[src/rtl/wb_epb_pkg.sv]
// Shared definitions for the Wishbone-to-EPB bridge: FSM encoding,
// EPB address field placement and the default wait-counter width.
package wb_epb_pkg;

    typedef enum logic [1:0] {
        ST_IDLE   = 2'd0,
        ST_SETUP  = 2'd1,
        ST_STROBE = 2'd2,
        ST_DONE   = 2'd3
    } epb_state_t;

    // EPB address bus: 23-bit halfword address taken from WB byte address bit 1
    localparam int EPB_ADDR_W   = 23;
    localparam int EPB_ADDR_LSB = 1;

    // EPB general-purpose address bits taken from WB address bit 24
    localparam int EPB_GP_W     = 6;
    localparam int EPB_GP_LSB   = 24;

    // Default width of the STROBE wait counter
    localparam int TIMEOUT_W_DEF = 10;

endpackage

[src/rtl/wb_epb_timeout.sv]
// STROBE wait counter. Counts while en is high and clears to zero whenever en
// drops, so every STROBE phase starts counting from 0. tc flags the cycle on
// which the counter steps onto its all-ones value (2^TIMEOUT_W-1 cycles).
module wb_epb_timeout #(
    parameter int TIMEOUT_W = 10
) (
    input  logic clk,
    input  logic rst,
    input  logic en,
    output logic tc
);

    localparam logic [TIMEOUT_W-1:0] TC_VAL = ~(TIMEOUT_W'(1));

    logic [TIMEOUT_W-1:0] cnt;

    // Count STROBE cycles; restart from zero outside STROBE
    always_ff @(posedge clk or posedge rst) begin
        if (rst) begin
            cnt <= '0;
        end else if (en) begin
            cnt <= cnt + TIMEOUT_W'(1);
        end else begin
            cnt <= '0;
        end
    end

    assign tc = en && (cnt == TC_VAL);

endmodule

[src/rtl/wb_epb_master.sv]
// Wishbone slave to EPB master bridge. One WB access becomes one EPB cycle:
// IDLE -> SETUP (address out, cs_n high) -> STROBE (cs_n low, wait for rdy)
// -> DONE (cs_n high, ack/err pulse) -> IDLE.
// Optional feature: define WB_EPB_MASTER_TIMEOUT_EN to abort STROBE with an
// error after 2^TIMEOUT_W-1 cycles without epb_rdy.
module wb_epb_master
    import wb_epb_pkg::*;
#(
    parameter int TIMEOUT_W = TIMEOUT_W_DEF
) (
    input  logic                  wb_clk_i,
    input  logic                  wb_rst_i,
    input  logic                  wb_cyc_i,
    input  logic                  wb_stb_i,
    input  logic                  wb_we_i,
    input  logic [1:0]            wb_sel_i,
    input  logic [31:0]           wb_adr_i,
    input  logic [15:0]           wb_dat_i,
    output logic [15:0]           wb_dat_o,
    output logic                  wb_ack_o,
    output logic                  wb_err_o,
    output logic                  epb_cs_n,
    output logic                  epb_r_w_n,
    output logic [1:0]            epb_be_n,
    output logic [EPB_ADDR_W-1:0] epb_addr,
    output logic [EPB_GP_W-1:0]   epb_addr_gp,
    output logic [15:0]           epb_data_o,
    output logic                  epb_data_oe,
    input  logic [15:0]           epb_data_i,
    input  logic                  epb_rdy
);

    epb_state_t state_q, state_d;
    logic       we_q;
    logic       capture;
    logic       rdy_hit;
    logic       timeout_hit;

    // Address bits outside the EPB fields carry no meaning on this bus
    logic unused_adr;
    assign unused_adr = ^{wb_adr_i[31:30], wb_adr_i[0]};

`ifdef WB_EPB_MASTER_TIMEOUT_EN
    logic tc;

    wb_epb_timeout #(
        .TIMEOUT_W (TIMEOUT_W)
    ) u_timeout (
        .clk (wb_clk_i),
        .rst (wb_rst_i),
        .en  (state_q == ST_STROBE),
        .tc  (tc)
    );

    // rdy on the terminal-count cycle takes priority over the timeout
    assign timeout_hit = (state_q == ST_STROBE) && !epb_rdy && tc;
`else
    localparam int unused_timeout_w = TIMEOUT_W;
    assign timeout_hit = 1'b0;
`endif

    assign capture = (state_q == ST_IDLE) && wb_cyc_i && wb_stb_i;
    assign rdy_hit = (state_q == ST_STROBE) && epb_rdy;

    // Chip select is purely a function of state so reset releases it at once
    assign epb_cs_n    = (state_q != ST_STROBE);
    assign epb_r_w_n   = ~we_q;
    assign epb_data_oe = we_q && (state_q != ST_IDLE);

    // State register
    always_ff @(posedge wb_clk_i or posedge wb_rst_i) begin
        if (wb_rst_i) begin
            state_q <= ST_IDLE;
        end else begin
            state_q <= state_d;
        end
    end

    // Next-state logic; rdy is only looked at while in STROBE
    always_comb begin
        state_d = state_q;
        case (state_q)
            ST_IDLE:   if (capture) state_d = ST_SETUP;
            ST_SETUP:  state_d = ST_STROBE;
            ST_STROBE: if (rdy_hit || timeout_hit) state_d = ST_DONE;
            ST_DONE:   state_d = ST_IDLE;
            default:   state_d = ST_IDLE;
        endcase
    end

    // Latch the WB request; it stays on the EPB pins until the next request
    always_ff @(posedge wb_clk_i or posedge wb_rst_i) begin
        if (wb_rst_i) begin
            we_q        <= 1'b0;
            epb_be_n    <= 2'b11;
            epb_addr    <= '0;
            epb_addr_gp <= '0;
            epb_data_o  <= '0;
        end else if (capture) begin
            we_q        <= wb_we_i;
            epb_be_n    <= ~wb_sel_i;
            epb_addr    <= wb_adr_i[EPB_ADDR_LSB +: EPB_ADDR_W];
            epb_addr_gp <= wb_adr_i[EPB_GP_LSB +: EPB_GP_W];
            epb_data_o  <= wb_dat_i;
        end
    end

    // Ack pulse during DONE (suppressed if the master has abandoned the cycle)
    // and read-data capture on the rdy cycle
    always_ff @(posedge wb_clk_i or posedge wb_rst_i) begin
        if (wb_rst_i) begin
            wb_ack_o <= 1'b0;
            wb_dat_o <= '0;
        end else begin
            wb_ack_o <= rdy_hit && wb_cyc_i;
            if (rdy_hit && !we_q) begin
                wb_dat_o <= epb_data_i;
            end
        end
    end

`ifdef WB_EPB_MASTER_TIMEOUT_EN
    // Error pulse during DONE when STROBE ran out of time
    always_ff @(posedge wb_clk_i or posedge wb_rst_i) begin
        if (wb_rst_i) begin
            wb_err_o <= 1'b0;
        end else begin
            wb_err_o <= timeout_hit && wb_cyc_i;
        end
    end
`else
    assign wb_err_o = 1'b0;
`endif

endmodule

[config.mk]
export PLATFORM = sky130hd
export DESIGN_NAME = wb_epb_master
export DESIGN_NICKNAME = d
export VERILOG_FILES = /design/src/rtl/wb_epb_pkg.sv /design/src/rtl/wb_epb_timeout.sv /design/src/rtl/wb_epb_master.sv
export SDC_FILE = /design/constraint.sdc
export NUM_CORES = 1
export LEC_CHECK = 0
export CORE_UTILIZATION = 35
export DETAILED_ROUTE_END_ITERATION = 16
export GPL_ROUTABILITY_DRIVEN = 0
export PLACE_DENSITY_LB_ADDON = 0.08
export SETUP_SLACK_MARGIN = 0.4
export SLEW_MARGIN = 20
export SYNTH_ARGS = -nofsm -noshare
export SYNTH_HDL_FRONTEND = slang
export SYNTH_SLANG_ARGS = --single-unit
[constraint.sdc]
create_clock -name wb_clk_i -period 5.1 [get_ports wb_clk_i]
set_input_delay 1.02 -clock wb_clk_i [delete_from_list [all_inputs] [get_ports wb_clk_i]]
set_output_delay 1.02 -clock wb_clk_i [all_outputs]
set_load 0.05 [all_outputs]
======== Yosys cells after proc, flatten, opt, wreduce, memory -nomap -nowiden ========
Cells that the tools add are included.
W data, S select, Z words.
cells by class
  reductions and logical operators ........ 10
  mux-type cells .......................... 3
  eq/ne operators ......................... 6
  bitwise operators ....................... 2
operator list
  cell                  count
  $pmux W2 S4           1
  $logic_and A1 B1 Y1   6
  $ne A2 B2 Y1 const B  3
  $eq A2 B2 Y1 const B  2
  $mux W2               2
  $eq A2 B1 Y1 const B  1
  $logic_not A2 Y1      1
  $not A2 Y2            1
  $reduce_and A2 Y1     1
  $reduce_bool A2 Y1    1
  $logic_not A1 Y1      1
  $not A1 Y1            1
storage, ports and cells
  logic and storage cells ................. 29
  bits in registers ....................... 67
  output and inout port bits .............. 68
  input bits .............................. 72

======== Longest topological paths before layout ========
Gate-level depths: netlist (run 1).
  word-level depth ........................ 5
  gate-level depth with buffers ........... 6
  gate-level depth less buffers ........... 5

======== Worst setup path before layout (run 1) ========
Ideal clock, no wire load.
  path kind ............................... register to output
  start ................................... register we_q
  end ..................................... output epb_data_oe
  data required time ...................... 4080 ps
  cell stages (with the launch flop) ...... 3
  path slack .............................. 2785 ps
  buffers on the path ..................... 0
  arrival time ............................ 1295 ps
  path through ............................ dfrtp_1 -> inv_1 -> nor2_1
on the way
  cells in the longest elaborated chain, start to end .. 1
ends and longest elaborated chain
  item                    RTL line              source
  from (decl)             wb_epb_master.sv:34   logic we_q;
  from (signal assigned)  wb_epb_master.sv:100  we_q <= wb_we_i;
  $logic_and A1 B1 Y1     wb_epb_master.sv:68   assign epb_data_oe = we_q && (state_q != ST_IDLE);
  to (decl)               wb_epb_master.sv:28   output logic epb_data_oe,
No other way between the ends.

======== Final worst setup path (run 1) ========
  start ................................... register state_q[0]
  end ..................................... output epb_cs_n
on the way
  cells in the longest elaborated chain, start to end .. 1
ends and longest elaborated chain
  item                    RTL line             source
  from (decl)             wb_epb_master.sv:33  epb_state_t state_q, state_d;
  from (signal assigned)  wb_epb_master.sv:75  state_q <= state_d;
  $ne A2 B2 Y1            wb_epb_master.sv:66  assign epb_cs_n = (state_q != ST_STROBE);
  to (decl)               wb_epb_master.sv:22  output logic epb_cs_n,
No other way between the ends.

==> impl_metrics.yaml, run 1 <==
global_routing:
  grt_max_degree: 40
  gr-usage-all-layers: 0.152
  antenna_found_initial: 0
  grt_overflow: 0
  grt_pass1_wl_mm: 8.71
  grt_pass1_vias: 1791
clock_network:
  cts_hold_buf: 0
  cts_setup_buffers: 0
  cts_resized: 0
  htree_levels: 3
  cts_tree: "yes"
  clock_sinks: 67
  cts.clk_slew.worst_paths_ns: 0.07
  clk_latency_ns: 0.34
  root_buffer: "clkbuf_8"
  numCtsBuffers: 9
  cts_max_path_buffers: 2
detailed_routing:
  wl_per_cell_um: 13.9
  vias_per_cell: 4.43
  ant_nets: 0
  drtIter0Drc: 34
  via_count: 1784
  drc: 0
  drtPass1Iterations: 4
  wirelength_mm: 5.60
die:
  core_sq_mm: 0.00721
  initial_core_util: 0.361
  rows: 31
  io_pins: 140
  die_area_sq_mm: 0.00780
  die_h_um: 88.3
  die_width_um: 88.3
sta:
  finalSetupTns_ns: 0
  hold_slack_ns: 0.489
  fmax_ghz: 0.340
  finalSetupViolCount: 0
  period_share: 0.576
  min_period_ns: 2.94
  relSlewSlack: 0.454
  tightest_slew_ns: 0.817
  drv_slew: 0
  setup_ws_ns: 2.16
  clock_skew_ns: 0.00534
  finalHoldViolCount: 0
  rsz0062_at_grt: "false"
logic_synthesis:
  ys_types: 20
  syn_area_per_cell_sq_um: 16.5
  synth_seq_area_share: 0.644
  ys_seq_elements: 67
  synthCells: 158
  synth_area_leaders: "dfrtp_1 62%, mux2_2 21%, mux2_4 5.8%, dfstp_2 2.0%, mux2_1 1.7%"
  ys_warn_count: 0
  synth_area_sq_mm: 0.00261
  synth_area_leader_cell: "dfrtp_1"
  synth_top_area_frac: 0.624
  synth_nets: 233
outcome:
  status: "finished, final reports clean"
cells_and_area:
  area_growth_pct: 64.8
  num-nets-final: 374
  n_antenna_cell: 0
  fillers: 623
  drive_gt1_frac: 0.266
power:
  peakVddDrop_v: 0.000421
  power_density_mw_per_mm2: 798
  p_leak_nw: 1.86
setup_path:
  rr_startpoint: "state_q[0]"
  cp_common_cell: "inv_1"
  critPathKind: "register to output port"
  path_cells: "inv_1 > ha_1 > inv_1 > clkdlybuf4s50_1"
  reg2reg_to: "epb_data_o[5]"
  slowest_stage: "clkdlybuf4s50_1"
  crit_path_start: "state_q[0]"
  r2r_cells: 5
  crit_end: "epb_cs_n"
  worst_setup_path_end_kind: "output port"
  worstPathArrival_ns: 1.92
  slowest_delay_ns: 0.80
  required_ns: 4.08
  regToRegSetupSlack_ns: 3.08
  cp_max_fo: 5
  start_kind: "register"
place:
  numPortBuffers: 135
  pre_cts_ws_ns: 2.18
  dp_hpwl_mm: 4.01
min_path:
  hold_class: "register to register"
job:
  max-cap-violations: 0
-- critical path: cells and delay by family (launching register included) --
kind                       cells  cell delay [ns]
buffers and inverters          3             0.95
DFF                            1             0.35
adders and majority gates      1             0.27
-- registers in the layout, indices dropped and copies added (netlist names) --
register and cells:
epb_addr 23, epb_data_o 16, wb_dat_o 16, epb_addr_gp 6
epb_be_n 2, state_q 2, wb_ack_o 1, we_q 1
-- how the worst min path moves through the flow --
| stage | start | to | slack [ns] | cells after the start |
|---|---|---|---|---|
| final | epb_be_n[0] | epb_be_n[0] | 0.49 | 2 |
| after global placement | epb_be_n[0] | epb_be_n[0] | 0.47 | 2 |
| after floorplan | state_q[0] | state_q[0] | 0.47 | 1 |
| after CTS | epb_be_n[1] | epb_be_n[1] | 0.50 | 2 |
| after detailed placement | epb_be_n[0] | epb_be_n[0] | 0.48 | 2 |
| after global routing | epb_be_n[1] | epb_be_n[1] | 0.52 | 2 |
-- synth_stat cells (all sizes together) --
cell type	number
dfrtp	65
mux2	63
buf	7
inv	6
ha	3
dfstp	2
nand2	2
nand3	2
o21ai	2
a21boi	1
a21oi	1
and3	1
conb	1
nor2	1
o32a	1
-- power breakdown --
group	internal, W	switching (W)
Clock	0.000317	0.000202
Combinational	0.000753	0.00123
Sequential	0.000804	0.000123
Total	0.00187	0.00155
-- logic make-up (layout without fill, tap and decap cells) --
family,count (synthesis),count (layout),synth area share
muxes,63,63,0.287
and+or+nand+nor,6,6,0.0154
adders and majority gates,3,3,0.0144
buffers and inverters,13,159,0.0254
other,1,1,0.00144
DFF,67,67,0.644
AOI/OAI and AO/OA,5,5,0.0125
-- routing by layer --
layer  vias up  GRT usage  share of wire
li1        825          -              -
met1       872      0.184           0.42
met2        80      0.229           0.46
met3         7     0.0737          0.098
met4         0     0.0748          0.016
met5         -          0              0
-- layout make-up --
type,instances,area [sq um],share of cell area
inverters,6,22.5,0.00524
repair buffers,137,1370,0.318
clock inverters,3,68.8,0.0160
clock buffers,13,169,0.0393
flip-flops and latches,67,1680,0.391
well taps,99,124,0.0288
multi-input cells,78,866,0.202
-- per-stage QoR --
stage	std cells	cell area, sq um	util	power, W
6_report	403	4300	0.595	0.00343
5_1_grt	403	4300	0.595	0.00359
2_1_floorplan	158	2610	-	0.00227
3_5_place_dp	387	4060	0.562	0.00294
3_3_place_gp	387	4060	0.562	0.00291
4_1_cts	403	4300	0.595	0.00347
-- placed cells by master (no fill, tap or decap), drive strengths merged --
cell type	count
clkdlybuf4s50	135
dfrtp	65
mux2	63
clkbuf	13
inv	6
ha	3
nand2	2
o21ai	2
bufinv	2
dfstp	2
buf	2
nand3	2
and3	1
nor2	1
a21boi	1
a21oi	1
o32a	1
conb	1
clkinv	1
(Power assumes the default switching activity.)
==> run 2, diff against run 1 <==
==> constraint.sdc (replaced) <==
create_clock -name wb_clk_i -period 2.8 [get_ports wb_clk_i]
set_input_delay 0.56 -clock wb_clk_i [delete_from_list [all_inputs] [get_ports wb_clk_i]]
set_output_delay 0.56 -clock wb_clk_i [all_outputs]
set_load 0.05 [all_outputs]
==> impl_metrics.yaml, run 2 (synthesis results as in run 1) <==
setup_path:
  slowest_delay_ns: 0.83
  start_kind: "register"
  critPathKind: "register to output port"
  worstPathArrival_ns: 1.66
  r2r_cells: 5
  crit_path_start: "we_q"
  regToRegSetupSlack_ns: 1.21
  required_ns: 2.24
  rr_startpoint: "state_q[0]"
  cp_max_fo: 3
  crit_end: "epb_r_w_n"
  path_cells: "inv_1 > clkdlybuf4s50_1"
  reg2reg_to: "epb_data_o[12]"
  slowest_stage: "clkdlybuf4s50_1"
  worst_setup_path_end_kind: "output port"
cells_and_area:
  instances_no_fill: 403
  drive_gt1_frac: 0.266
  regArea_sq_mm: 0.00168
  final_area_sq_mm: 0.00422
  final_cell_mix: "133 x clkdlybuf4s50_1, 65 x dfrtp_1, 49 x mux2_2"
  reg_top3: "epb_addr (23), epb_data_o (16), wb_dat_o (16)"
  n_antenna_cell: 0
  area_growth_pct: 61.8
  largest_reg_flops: 23
  layout_commonest_cell: "clkdlybuf4s50_1"
  multi_input_area_sq_um: 866
  fillers: 617
  num-nets-final: 376
  top_register: "epb_addr"
global_routing:
  grt_max_degree: 35
  grt_pass1_wl_mm: 8.25
  grt_pass1_vias: 1759
  grt_overflow: 0
  antenna_found_initial: 0
  gr-usage-all-layers: 0.142
clock_network:
  clock_sinks: 67
  cts.clk_slew.worst_paths_ns: 0.07
  root_buffer: "clkbuf_8"
  cts_resized: 2
  cts_setup_buffers: 0
  cts_tree: "yes"
  cts_hold_buf: 0
  clk_latency_ns: 0.32
  htree_levels: 3
  cts_max_path_buffers: 2
  numCtsBuffers: 9
die:
  die_area_sq_mm: 0.00780
  core_sq_mm: 0.00721
  rows: 31
  die_width_um: 88.3
  io_pins: 140
  initial_core_util: 0.361
  die_h_um: 88.3
sta:
  relSlewSlack: 0.649
  tightest_slew_ns: 0.524
  finalSetupTns_ns: 0
  finalHoldViolCount: 0
  period_share: 0.792
  fmax_ghz: 0.451
  clock_skew_ns: 0.0103
  min_period_ns: 2.22
  finalSetupViolCount: 0
  drv_slew: 0
  rsz0062_at_grt: "false"
detailed_routing:
  drtIter0Drc: 29
  wirelength_mm: 5.40
  drc: 0
  drtPass1Iterations: 4
  vias_per_cell: 4.37
  wl_per_cell_um: 13.4
  ant_nets: 0
  via_count: 1763
min_path:
  hold_depth: 2
  hold_class: "register to register"
power:
  peakVddDrop_v: 0.000683
  p_leak_nw: 1.83
  power_density_mw_per_mm2: 1400
place:
  dp_cells: 389
  placed_area_sq_mm: 0.00407
  dp_hpwl_mm: 3.90
  numPortBuffers: 135
outcome:
  status: "finished, final reports clean"
job:
  max-cap-violations: 0
[run 2: cell types whose count changed in the layout (fill, tap and decap cells not counted), sizes merged]
cell / previous run / this run
buf: 2 / 4
dlygate4sd2: 0 / 2
clkbuf: 13 / 10
bufinv: 2 / 0
clkinv: 1 / 4
clkdlybuf4s50: 135 / 133
[run 2: final cells by class]
class	count	area share
clock buffer	10	0.0303
clock inverter	4	0.00475
inverter	6	0.00534
multi-input combinational	78	0.205
sequential	67	0.398
tap	99	0.0294
timing repair buffer	139	0.327
[run 2: metal layers]
layer,wire length [um],part of all wire,global-route usage
met5,0,0,0
met4,51,0.0095,0.0704
met3,515,0.095,0.0578
met2,2550,0.47,0.223
met1,2280,0.42,0.168
[run 2: where the power goes]
group	switching, W	internal, W	total (W)
registers	0.000221	0.00146	0.00169
clock network	0.000327	0.000305	0.000632
logic	0.00223	0.00136	0.00359
[run 2: worst min path at each step]
stage / startpoint / endpoint / slack [ns]
2_1_floorplan: state_q[0] / state_q[0] / 0.47
3_3_place_gp: epb_data_o[5] / epb_data_o[5] / 0.47
3_5_place_dp: epb_be_n[1] / epb_be_n[1] / 0.48
4_1_cts: epb_be_n[1] / epb_be_n[1] / 0.49
5_1_grt: epb_addr[0] / epb_addr[0] / 0.51
6_report: epb_be_n[1] / epb_be_n[1] / 0.48
[run 2: stage by stage]
| step | hold slack [ns] | util | worst slack (ns) | total power [W] |
|---|---|---|---|---|
| 6_report | 0.484 | 0.585 | 0.581 | 0.00591 |
| 3_3_place_gp | 0.474 | 0.565 | 0.689 | 0.00531 |
| 4_1_cts | 0.488 | 0.585 | 0.544 | 0.00599 |
| 3_5_place_dp | 0.479 | 0.565 | 0.668 | 0.00534 |
| 5_1_grt | 0.513 | 0.585 | 0.508 | 0.00619 |
| 2_1_floorplan | 0.470 | - | 0.560 | 0.00413 |
[run 2: critical path: cells and delay by family, from the launching register on]
kind,cells,cell delay [ns]
buffers and inverters,2,0.96
DFF,1,0.38
==> run 3, diff against run 2 <==
==> constraint.sdc (replaced) <==
create_clock -name wb_clk_i -period 2.1 [get_ports wb_clk_i]
set_input_delay 0.42 -clock wb_clk_i [delete_from_list [all_inputs] [get_ports wb_clk_i]]
set_output_delay 0.42 -clock wb_clk_i [all_outputs]
set_load 0.05 [all_outputs]
==> impl_metrics.yaml, run 3 (synthesis results as in run 1) <==
outcome:
  status: "finished, final reports clean"
setup_path:
  rr_startpoint: "state_q[1]"
  regToRegSetupSlack_ns: 0.53
  crit_path_start: "epb_be_n[1]"
  critPathKind: "register to output port"
  worstPathArrival_ns: 1.22
  cp_max_fo: 2
  cpLargestDelayFamily: "flip-flops"
  worst_setup_path_end_kind: "output port"
  crit_cells: 1
  reg2reg_to: "wb_dat_o[1]"
  required_ns: 1.68
  path_cells: "clkdlybuf4s15_2"
  path_buf_inv: 1
  r2r_cells: 5
  slowest_stage: "dfstp_2"
  start_kind: "register"
  slowest_delay_ns: 0.53
detailed_routing:
  wirelength_mm: 5.78
  drc: 0
  via_count: 1812
  ant_nets: 0
  wl_per_cell_um: 14.2
  drtPass1Iterations: 3
  drtIter0Drc: 33
  vias_per_cell: 4.45
die:
  rows: 31
  die_area_sq_mm: 0.00780
  initial_core_util: 0.361
  die_h_um: 88.3
  core_sq_mm: 0.00721
  io_pins: 140
  die_width_um: 88.3
job:
  max-cap-violations: 0
clock_network:
  root_buffer: "clkbuf_8"
  cts_max_path_buffers: 2
  clk_latency_ns: 0.32
  cts_tree: "yes"
  htree_levels: 3
  cts.clk_slew.worst_paths_ns: 0.07
  numCtsBuffers: 9
  clock_sinks: 67
global_routing:
  use_met2: 0.233
  grt.busiest_layer: "met2"
  grt_overflow: 0
  antenna_found_initial: 0
  grt.met3_usage: 0.0616
  grt_pass1_wl_mm: 8.90
  grt_max_degree: 31
  grt_pass1_vias: 1833
  grt_util_met1: 0.197
  gr-usage-all-layers: 0.155
cells_and_area:
  drive_gt1_frac: 0.312
  num-nets-final: 380
  instances_no_fill: 407
  final_util: 0.592
  regArea_sq_mm: 0.00168
  reg_top3: "epb_addr (23), epb_data_o (16), wb_dat_o (16)"
  largest_reg_flops: 23
  multi_input_area_sq_um: 893
  final_area_sq_mm: 0.00427
  layout_commonest_cell: "clkdlybuf4s50_1"
  area_growth_pct: 63.8
  fillers: 616
  top_register: "epb_addr"
  final_cell_mix: "68 x clkdlybuf4s50_1, 65 x dfrtp_1, 58 x dlygate4sd2_1"
  n_antenna_cell: 0
place:
  dp_cells: 389
  placed_area_sq_mm: 0.00411
  dp_hpwl_mm: 4.21
  numPortBuffers: 135
sta:
  rsz0062_at_grt: "false"
  relSlewSlack: 0.645
  drv_slew: 0
  finalSetupTns_ns: 0
  finalHoldViolCount: 0
  clock_skew_ns: 0.00567
  tightest_slew_ns: 0.535
  fmax_ghz: 0.610
  min_period_ns: 1.64
  period_share: 0.780
  finalSetupViolCount: 0
power:
  power_density_mw_per_mm2: 1800
  peakVddDrop_v: 0.000900
  p_leak_nw: 1.99
min_path:
  hold_class: "input port to async pin"
[run 3: changes by cell type in the layout (fill, tap and decap cells not counted), sizes merged]
| cell | previous run | this run |
|---|---|---|
| buf | 4 | 10 |
| dlygate4sd2 | 2 | 58 |
| clkinvlp | 0 | 1 |
| clkbuf | 10 | 12 |
| clkdlybuf4s15 | 0 | 6 |
| clkinv | 4 | 3 |
| inv | 6 | 5 |
| clkdlybuf4s50 | 133 | 68 |
[run 3: power breakdown]
group	internal (W)	switching, W	leakage (nW)
sequential	0.00195	0.000277	0.800
combinational	0.00150	0.00304	1.10
clock	0.000474	0.000440	0.0908
total	0.00393	0.00376	1.99
[run 3: worst max-delay path by stage]
stage | to | slack [ns]
after floorplan | wb_dat_o[10] | 0.57
after global placement | epb_addr[3] | 0.31
after detailed placement | epb_addr[2] | 0.29
after CTS | epb_r_w_n | 0.26
after global routing | epb_addr[0] | 0.40
final | epb_be_n[1] | 0.46
[run 3: timing repair]
| item | in CTS | in global routing |
|---|---|---|
| gates resized for setup | 74 | 10 |
| endpoints found under the setup margin | 67 | 7 |
| buffers inserted | 2 | 2 |
| hold buffers | 0 | 0 |
[run 3: layout make-up]
cell class | count | area share
Clock buffer | 11 | 0.0355
Inverter | 6 | 0.00615
Tap cell | 99 | 0.0290
Timing Repair Buffer | 143 | 0.323
Multi-Input combinational cell | 78 | 0.209
Clock inverter | 3 | 0.00352
Sequential cell | 67 | 0.393
[run 3: routing by layer]
metal  part of all wire  vias to the layer above
met2               0.47                       79
met3              0.081                        5
li1                   -                      841
met4              0.014                        0
met5                  0                        -
met1               0.44                      887
[run 3: through the flow]
stage | total power [W] | hold WS [ns] | setup WS [ns]
after floorplan | 0.00552 | 0.470 | 0.573
final | 0.00769 | 0.445 | 0.461
after global placement | 0.00710 | 0.473 | 0.309
after detailed placement | 0.00716 | 0.481 | 0.290
after CTS | 0.00772 | 0.445 | 0.260
after global routing | 0.00807 | 0.469 | 0.402
